`config.mk`:
```
export PLATFORM = sky130hd
export DESIGN_NAME = pc_seq
export DESIGN_NICKNAME = d
export VERILOG_FILES = /design/src/rtl/pc_seq_pkg.sv /design/src/rtl/pc_seq_br_cmp.sv /design/src/rtl/pc_seq.sv
export SDC_FILE = /design/constraint.sdc
export NUM_CORES = 1
export LEC_CHECK = 0
export CAP_MARGIN = 20
export CORE_AREA = 2 2 170 172
export DETAILED_ROUTE_END_ITERATION = 8
export DIE_AREA = 0 0 172 174
export GPL_ROUTABILITY_DRIVEN = 0
export PLACE_DENSITY = 0.61
export SLEW_MARGIN = 20
export SYNTH_ARGS = -nofsm -noshare
export SYNTH_HDL_FRONTEND = slang
export SYNTH_SLANG_ARGS = --single-unit
```
`constraint.sdc`:
```
create_clock -name clk -period 7.63 [get_ports clk]
set_input_delay 1.1445 -clock clk [delete_from_list [all_inputs] [get_ports clk]]
set_output_delay 1.1445 -clock clk [all_outputs]
set_load 0.03 [all_outputs]
```
`src/rtl/pc_seq_pkg.sv`:
```
// pc_seq_pkg -- shared encodings for the PC sequencer.
//   br_op_e : control-transfer kinds as decoded in ID (9-15 unused, act as none)
//   state_e : sequencer FSM states
//   RESET_PC_DEF / EXC_VEC_DEF : default boot and exception entry addresses
package pc_seq_pkg;

  typedef enum logic [3:0] {
    OP_NONE = 4'd0,
    OP_BEQ  = 4'd1,
    OP_BNE  = 4'd2,
    OP_BGTZ = 4'd3,
    OP_BLEZ = 4'd4,
    OP_BLTZ = 4'd5,
    OP_BGEZ = 4'd6,
    OP_J    = 4'd7,
    OP_JR   = 4'd8
  } br_op_e;

  typedef enum logic [1:0] {
    ST_BOOT = 2'd0,
    ST_RUN  = 2'd1,
    ST_TRAP = 2'd2
  } state_e;

  localparam logic [31:0] RESET_PC_DEF = 32'h0000_3000;
  localparam logic [31:0] EXC_VEC_DEF  = 32'h0000_4180;

endpackage

```
`src/rtl/pc_seq_br_cmp.sv`:
```
// br_cmp -- combinational branch condition evaluator.
//   rs_val, rt_val : forwarded operands, compared as signed CMP_W values
//   br_op          : transfer kind; j/jr are always taken, unknown ops never
//   taken          : condition holds (caller qualifies with br_valid)
module br_cmp
  import pc_seq_pkg::*;
#(
  parameter int CMP_W = 32
) (
  input  logic [CMP_W-1:0] rs_val,
  input  logic [CMP_W-1:0] rt_val,
  input  logic [3:0]       br_op,
  output logic             taken
);

  // Compares against zero reduce to sign bit / zero test.
  logic rs_neg, rs_zero;
  assign rs_neg  = rs_val[CMP_W-1];
  assign rs_zero = ~|rs_val;

  always_comb begin
    taken = 1'b0;
    case (br_op)
      OP_BEQ:  taken = (rs_val == rt_val);
      OP_BNE:  taken = (rs_val != rt_val);
      OP_BGTZ: taken = !rs_neg && !rs_zero;
      OP_BLEZ: taken = rs_neg || rs_zero;
      OP_BLTZ: taken = rs_neg;
      OP_BGEZ: taken = !rs_neg;
      OP_J,
      OP_JR:   taken = 1'b1;
      default: taken = 1'b0;
    endcase
  end

endmodule

```
`src/rtl/pc_seq.sv`:
```
// pc_seq -- fetch PC sequencer with MIPS-style delay slot.
//   clk, reset(async, active-low)
//   stall                 : hold pc; a taken transfer is parked in a pending slot
//   br_valid/br_op/br_pc  : ID-stage transfer; imm26 gives jump index / offset
//   rs_val, rt_val        : forwarded operands for compare and jr target
//   exc_req, eret         : exception entry / return
//   pc, fetch_valid       : fetch address and its validity
//   link                  : br_pc+8 (combinational)
//   redirect              : next pc is not pc+4 (combinational, 0 while stalled)
//   epc, bd               : saved exception PC and delay-slot flag
// Optional feature: define PC_SEQ_EPC_EN for epc/bd capture and eret.
// Assumes ADDR_W > 28 and CMP_W >= ADDR_W.
module pc_seq
  import pc_seq_pkg::*;
#(
  parameter int                ADDR_W   = 32,
  parameter int                CMP_W    = 32,
  parameter logic [ADDR_W-1:0] RESET_PC = ADDR_W'(RESET_PC_DEF),
  parameter logic [ADDR_W-1:0] EXC_VEC  = ADDR_W'(EXC_VEC_DEF)
) (
  input  logic              clk,
  input  logic              reset,
  input  logic              stall,
  input  logic              br_valid,
  input  logic [3:0]        br_op,
  input  logic [ADDR_W-1:0] br_pc,
  input  logic [25:0]       imm26,
  input  logic [CMP_W-1:0]  rs_val,
  input  logic [CMP_W-1:0]  rt_val,
  input  logic              exc_req,
  input  logic              eret,
  output logic [ADDR_W-1:0] pc,
  output logic              fetch_valid,
  output logic [ADDR_W-1:0] link,
  output logic              redirect,
  output logic [ADDR_W-1:0] epc,
  output logic              bd
);

  state_e            state;
  logic              pend_v;
  logic [ADDR_W-1:0] pend_t;
  logic              cmp_taken, taken, eret_en;
  logic [ADDR_W-1:0] pc_inc, br_seq, br_off, tgt, npc, epc_cur;

  br_cmp #(.CMP_W(CMP_W)) u_cmp (
    .rs_val (rs_val),
    .rt_val (rt_val),
    .br_op  (br_op),
    .taken  (cmp_taken)
  );

  assign taken  = br_valid && cmp_taken;
  assign pc_inc = pc + ADDR_W'(4);
  assign br_seq = br_pc + ADDR_W'(4);
  assign br_off = {{(ADDR_W-18){imm26[15]}}, imm26[15:0], 2'b00};
  assign link   = br_pc + ADDR_W'(8);

  always_comb begin
    tgt = br_seq + br_off;
    case (br_op)
      OP_J:    tgt = {br_seq[ADDR_W-1:28], imm26, 2'b00};
      OP_JR:   tgt = rs_val[ADDR_W-1:0];
      default: tgt = br_seq + br_off;
    endcase
  end

  // BOOT and TRAP always step sequentially; only RUN applies the priority chain.
  always_comb begin
    npc = pc_inc;
    if (state == ST_RUN) begin
      if (exc_req)     npc = EXC_VEC;
      else if (eret_en) npc = epc_cur;
      else if (stall)  npc = pc;
      else if (pend_v) npc = pend_t;
      else if (taken)  npc = tgt;
    end
  end

  assign redirect = !stall && (npc != pc_inc);

  always_ff @(posedge clk or negedge reset) begin
    if (!reset) begin
      state       <= ST_BOOT;
      pc          <= RESET_PC;
      fetch_valid <= 1'b0;
      pend_v      <= 1'b0;
      pend_t      <= '0;
    end else begin
      pc <= npc;
      case (state)
        ST_BOOT: begin
          state       <= ST_RUN;
          fetch_valid <= 1'b1;
        end
        ST_TRAP: state <= ST_RUN;
        ST_RUN: begin
          if (exc_req) begin
            state  <= ST_TRAP;
            pend_v <= 1'b0;
          end else if (eret_en) begin
            // pending target survives an eret
          end else if (stall) begin
            // latest taken transfer wins the single pending slot
            if (taken) begin
              pend_v <= 1'b1;
              pend_t <= tgt;
            end
          end else if (pend_v) begin
            pend_v <= 1'b0;
          end
        end
        default: state <= ST_BOOT;
      endcase
    end
  end

`ifdef PC_SEQ_EPC_EN
  logic [ADDR_W-1:0] epc_q;
  logic              bd_q;

  always_ff @(posedge clk or negedge reset) begin
    if (!reset) begin
      epc_q <= '0;
      bd_q  <= 1'b0;
    end else if (state == ST_RUN && exc_req) begin
      epc_q <= br_valid ? br_pc : pc;
      bd_q  <= br_valid;
    end
  end

  assign eret_en = eret;
  assign epc_cur = epc_q;
  assign epc     = epc_q;
  assign bd      = bd_q;
`else
  logic unused_eret;
  assign unused_eret = eret;
  assign eret_en     = 1'b0;
  assign epc_cur     = '0;
  assign epc         = '0;
  assign bd          = 1'b0;
`endif

endmodule

```
* Word level (Yosys, flattened, before mapping) *
Cells that the tools add are included.

word-level totals
  register bits after elaboration = 68
  input bits = 132
  output and inout bits = 99
  logic and storage cells = 50

cells by class
  $add $sub $neg = 4
  equality and inequality tests = 15
  muxes and demuxes = 12
  bitwise operators = 1
  reductions and logical operators = 13

operator list
  kind                                                              count
  32-bit 2-to-1 mux                                                 5
  32-bit by 3-bit adder with 32-bit output (second input constant)  2
  32-bit != test                                                    2
  32-bit case mux with 2 select lines                               1
  32-bit adder                                                      1
  32-bit by 4-bit adder with 32-bit output (second input constant)  1
  32-bit == test                                                    1
  32-bit OR reduction                                               1
  4-bit by 3-bit == test with 1-bit output (second input constant)  4
  4-bit by 2-bit == test with 1-bit output (second input constant)  2
  1-bit case mux with 7 select lines                                1
  4-bit by 1-bit == test with 1-bit output (second input constant)  1
  4-bit == test (second input constant)                             1
  2-bit case mux with 2 select lines                                1
  4-bit AND reduction                                               1
  2-bit OR reduction                                                2
  1-bit logical AND                                                 3
  1-bit logical NOT                                                 3
  1-bit 2-to-1 mux                                                  3
  3-bit by 1-bit != test with 1-bit output (second input constant)  1
  2-bit by 1-bit == test with 1-bit output (second input constant)  1
  2-bit == test (second input constant)                             1
  2-bit logical NOT                                                 1
  2-bit 2-to-1 mux                                                  1
  4 further kinds                                                   4

* Depth between registers and ports, before layout *
  depth after elaboration = 12
  gate-level depth with buffers = 22
  gate-level depth less buffers = 21

* Modules after synthesis *
A second synthesis with hierarchy kept.

second synthesis, totals
  cells, all modules = 1381
  area, all modules = 9888.2 um^2

by module, submodules not included
  module  times used  cells each  area each (um^2)  seq. area each (um^2)
  pc_seq  1           1312        9375.2            1704.1
  br_cmp  1           69          513.0             0.0

* Least setup slack after synthesis *
OpenSTA, ideal clock, no wires.

  kind = input to output
  start = input port br_pc[12]
  end = output port redirect
  arrival time = 5790 ps
  required time = 6485 ps
  path slack = 695 ps
  stages = 21
  path buffers = 2
  path through = clkbuf_1 -> nand4_1 -> nor4_1 -> nand2b_1 -> nor2_1 -> nand2_1 -> xnor2_1 -> ha_1 -> clkbuf_1 -> and4_1 -> nand3_1 -> or2_2 -> nand3_1 -> mux2i_1 -> nand2_1 -> mux2i_1 -> o21ai_0 -> or4_1 -> nor4_1 -> nand4_1 -> o21a_1

on the way
  cells in the longest elaborated chain, start to end = 10

RTL lines
  what                                          RTL line      text
  from (decl)                                   pc_seq.sv:26  input logic [ADDR_W-1:0] br_pc,
  32-bit by 3-bit adder with 32-bit output (*)  pc_seq.sv:55  assign br_seq = br_pc + ADDR_W'(4);
  32-bit adder                                  pc_seq.sv:64  default: tgt = br_seq + br_off;
  32-bit case mux with 2 select lines (*)       pc_seq.sv:61  case (br_op)
  32-bit 2-to-1 mux (*)                         pc_seq.sv:76  else if (taken) npc = tgt;
  32-bit 2-to-1 mux (*)                         pc_seq.sv:75  else if (pend_v) npc = pend_t;
  32-bit 2-to-1 mux (*)                         pc_seq.sv:74  else if (stall) npc = pc;
  32-bit 2-to-1 mux (*)                         pc_seq.sv:72  if (exc_req) npc = EXC_VEC;
  32-bit 2-to-1 mux (*)                         pc_seq.sv:71  if (state == ST_RUN) begin
  32-bit != test (*)                            pc_seq.sv:80  assign redirect = !stall && (npc != pc_inc);
  1-bit logical AND (*)                         pc_seq.sv:80
  to (decl)                                     pc_seq.sv:35  output logic redirect,

Every way passes the cells marked *; elsewhere a longest branch is shown, timed or not.

* Final worst setup path *
  start = input port br_pc[2]
  end = output port redirect

Same word-level chain as after synthesis.

==> reports/metrics.yaml <==
fin_tns_setup_ns: 0
drc: 0
syn-cell-area_um2: 9700
cts.htree.levels: 3
p_leak_nw: 5.01
path_clk_slew_ns: 0.06
initial_core_util_pct: 34.3
synth_warnings: 0
seq_area_frac_synth_pct: 17.6
p_per_area_nw_per_um2: 223
dr.pass1.iters: 6
status: "finished, final reports clean"
slew_headroom_pct: 23.5
cts_hold_buf: 0
yosysMostFrequentCell: "nand2_1"
syn_avg_cell_area_um2: 7.18
yosysTopAreaCellShare_pct: 17.0
placed_area_um2: 12300
fmax_mhz: 135
wl_per_cell_um: 22.2
post-route-util_pct: 45.2
n_fill_cell: 2917
synth.top_cells.by_count: "127 x nand2_1, 126 x nor2_1, 98 x a21oi_1"
antenna_left: 0
fin_ws_ns: 0.248
final_max_slew_viol_count: 0
cp_common_cell: "buf_4"
grt_overflow_total: 0
place_ws_ns: 0.0695
grt_pass1_wl_um: 65000
routed_via_density: 6.02
period_share_pct: 96.8
cts_made_buffers: 9
synth_edf_count: 0
crit_required_ns: 6.49
crit_path_top_delay_cell: "clkdlybuf4s50_1"
drtIter0Drc: 1410
min_period_ns: 7.38
crit_fanout: 5
cap_violations: 0
min_path_type: "reg2reg"
clockBufferDepth: 2
clkLatencyLatePin_ns: 0.34
crit_type: "in2out"
io_buffers: 196
area_growth_pct: 31.7
die-area_um2: 29900
final_area_um2: 12800
start_kind: "primary input"
cts_tree: "yes"
clockRootBuffer: "clkbuf_16"
num_antenna_cells: 0
core_um2: 28200
grtUsageTotal_pct: 28.1
die_h_um: 174
r2r.worst_path.cells: 9
seqCellArea_um2: 1700
crit_path_end_kind: "primary output"
clock-sinks: 68
worst_pin_slew_ns: 1.14
yosysUniqueCellTypes: 88
synth_cells: 1350
grt_max_degree: 69
vdd_drop_max_v: 0.000136
worstHoldPathCells: 1
num_vias: 11700
die_w_um: 172
critPathMaxStageDelay_ns: 0.49
synth.top_cells.by_area: "dfrtp_1 17%, xnor2_1 7.6%, a21oi_1 5.1%"
crit_chain: "clkdlybuf4s50_1 -> ha_1 -> nand3_1 -> buf_4 -> xnor2_1 -> ha_1 -> and2_1 -> a221oi_2 -> nand2_1 -> a21oi_1 -> xor2_1 -> o21ai_0 -> a22o_1 -> o31ai_1 -> o311ai_1 -> or4_1 -> nor4_2 -> buf_4 -> nand4_1 -> o21a_1 -> buf_4"
hpwl_um: 33700
cp.arrival_ns: 6.24
row_count: 62
setup_viol: 0
async_reset_ff_share_pct: 100
synth_flop_cell: "dfrtp_1"
hold_viol: 0
routed_wl_um: 43000
final_nets: 1715
yosysTopAreaCell: "dfrtp_1"
layout-drive-gt1-share_pct: 12.3
io_pins: 231
antenna_found_initial: 1
finClkSkew_ns: 0.00836
synth-seq-cells: 68
grt_pass1_vias: 11000
multi_input_area_um2: 7520
-- per-layer routing --
| metal | global-route usage, % | vias up | share of wire, % |
|---|---|---|---|
| li1 | - | 5365 | - |
| met1 | 37.2 | 5475 | 41 |
| met2 | 44.7 | 719 | 45 |
| met3 | 5.35 | 119 | 9.3 |
| met4 | 11.6 | 2 | 4.7 |
| met5 | 0 | - | 0.019 |
-- flip-flops by register name (all words and copies together) (netlist names) --
name         flops
pc              32
pend_t          32
state            2
fetch_valid      1
pend_v           1
-- timing repair --
item / 4_1_cts / 5_1_grt
endpoints found under the hold margin: 0 / 0
endpoints found under the setup margin: 0 / 1
buffers inserted: 0 / 2
resized for setup: 0 / 41
-- per-stage QoR --
stage                     power [W]  hold WS (ns)  std cells
final                       0.00285         0.476       1939
after detailed placement    0.00232         0.463       1921
after global routing        0.00300         0.500       1939
after CTS                   0.00280         0.481       1937
after floorplan             0.00168         0.473       1382
after global placement      0.00230         0.459       1921
-- layout by cell type (no fill, tap or decap), drive strengths merged, types with 10 or more instances in the layout --
cell type and n:
nand2 128, conb 33, nand2b 11, a21o 10, o22ai 14, inv 25, o31ai 14, clkdlybuf4s50 187
buf 91, dfrtp 66, mux2 24, o21ai 89, a31oi 22, a22oi 28, xor2 44, nor3 45
o21a 12, nand3 53, ha 32, and3 20, mux2i 15, nand4 52, or3 11, nor4 30
xnor2 84, a21oi 102, a211oi 11, nor2 127, clkbuf 10
-- power by group --
group,internal [W],switching [W]
clock network,0.000295,0.000177
logic,0.000658,0.00100
registers,0.000494,0.000222
-- final timing paths --
| check | from | end | slack, ns |
|---|---|---|---|
| worst max-delay path | br_pc[2] | redirect | 0.25 |
| worst min-delay path | fetch_valid | fetch_valid | 0.48 |
| worst max register to register | pc[2] | pc[22] | 4.40 |
| worst min register to register | fetch_valid | fetch_valid | 0.48 |
| max in group asynchronous | reset | pc[27] | 5.99 |
| min in group asynchronous | reset | pend_t[5] | 1.01 |
-- critical path, delay by kind of cell --
| kind | cells | cell delay [ns] |
|---|---|---|
| AO/OA/AOI/OAI | 7 | 1.93 |
| AND/OR/NAND/NOR | 6 | 1.33 |
| buffers and inverters | 4 | 0.99 |
| adder cells (fa/ha/maj) | 2 | 0.54 |
| XOR/XNOR | 2 | 0.28 |
-- layout make-up --
type                    instances  share of cell area (%)
clock buffers                  10                    1.87
clock inverters                 6                   0.676
inverters                      24                   0.705
multi-input cells            1162                    58.9
flip-flops and latches         68                    13.3
well taps                     384                    3.76
repair buffers                285                    20.8
-- kinds of logic (layout without fill, tap and decap cells) --
kind of cell / count (synthesis) / after routing / share of synthesized area [%]
other: 1 / 33 / 0.0387
flip-flops: 68 / 68 / 17.6
adder cells (fa/ha/maj): 33 / 33 / 4.33
multiplexers: 39 / 39 / 4.33
AO/OA/AOI/OAI: 397 / 397 / 27.0
XOR/XNOR: 128 / 128 / 11.6
AND/OR/NAND/NOR: 532 / 532 / 27.6
buffers and inverters: 152 / 325 / 7.55
(Power assumes the default switching activity.)
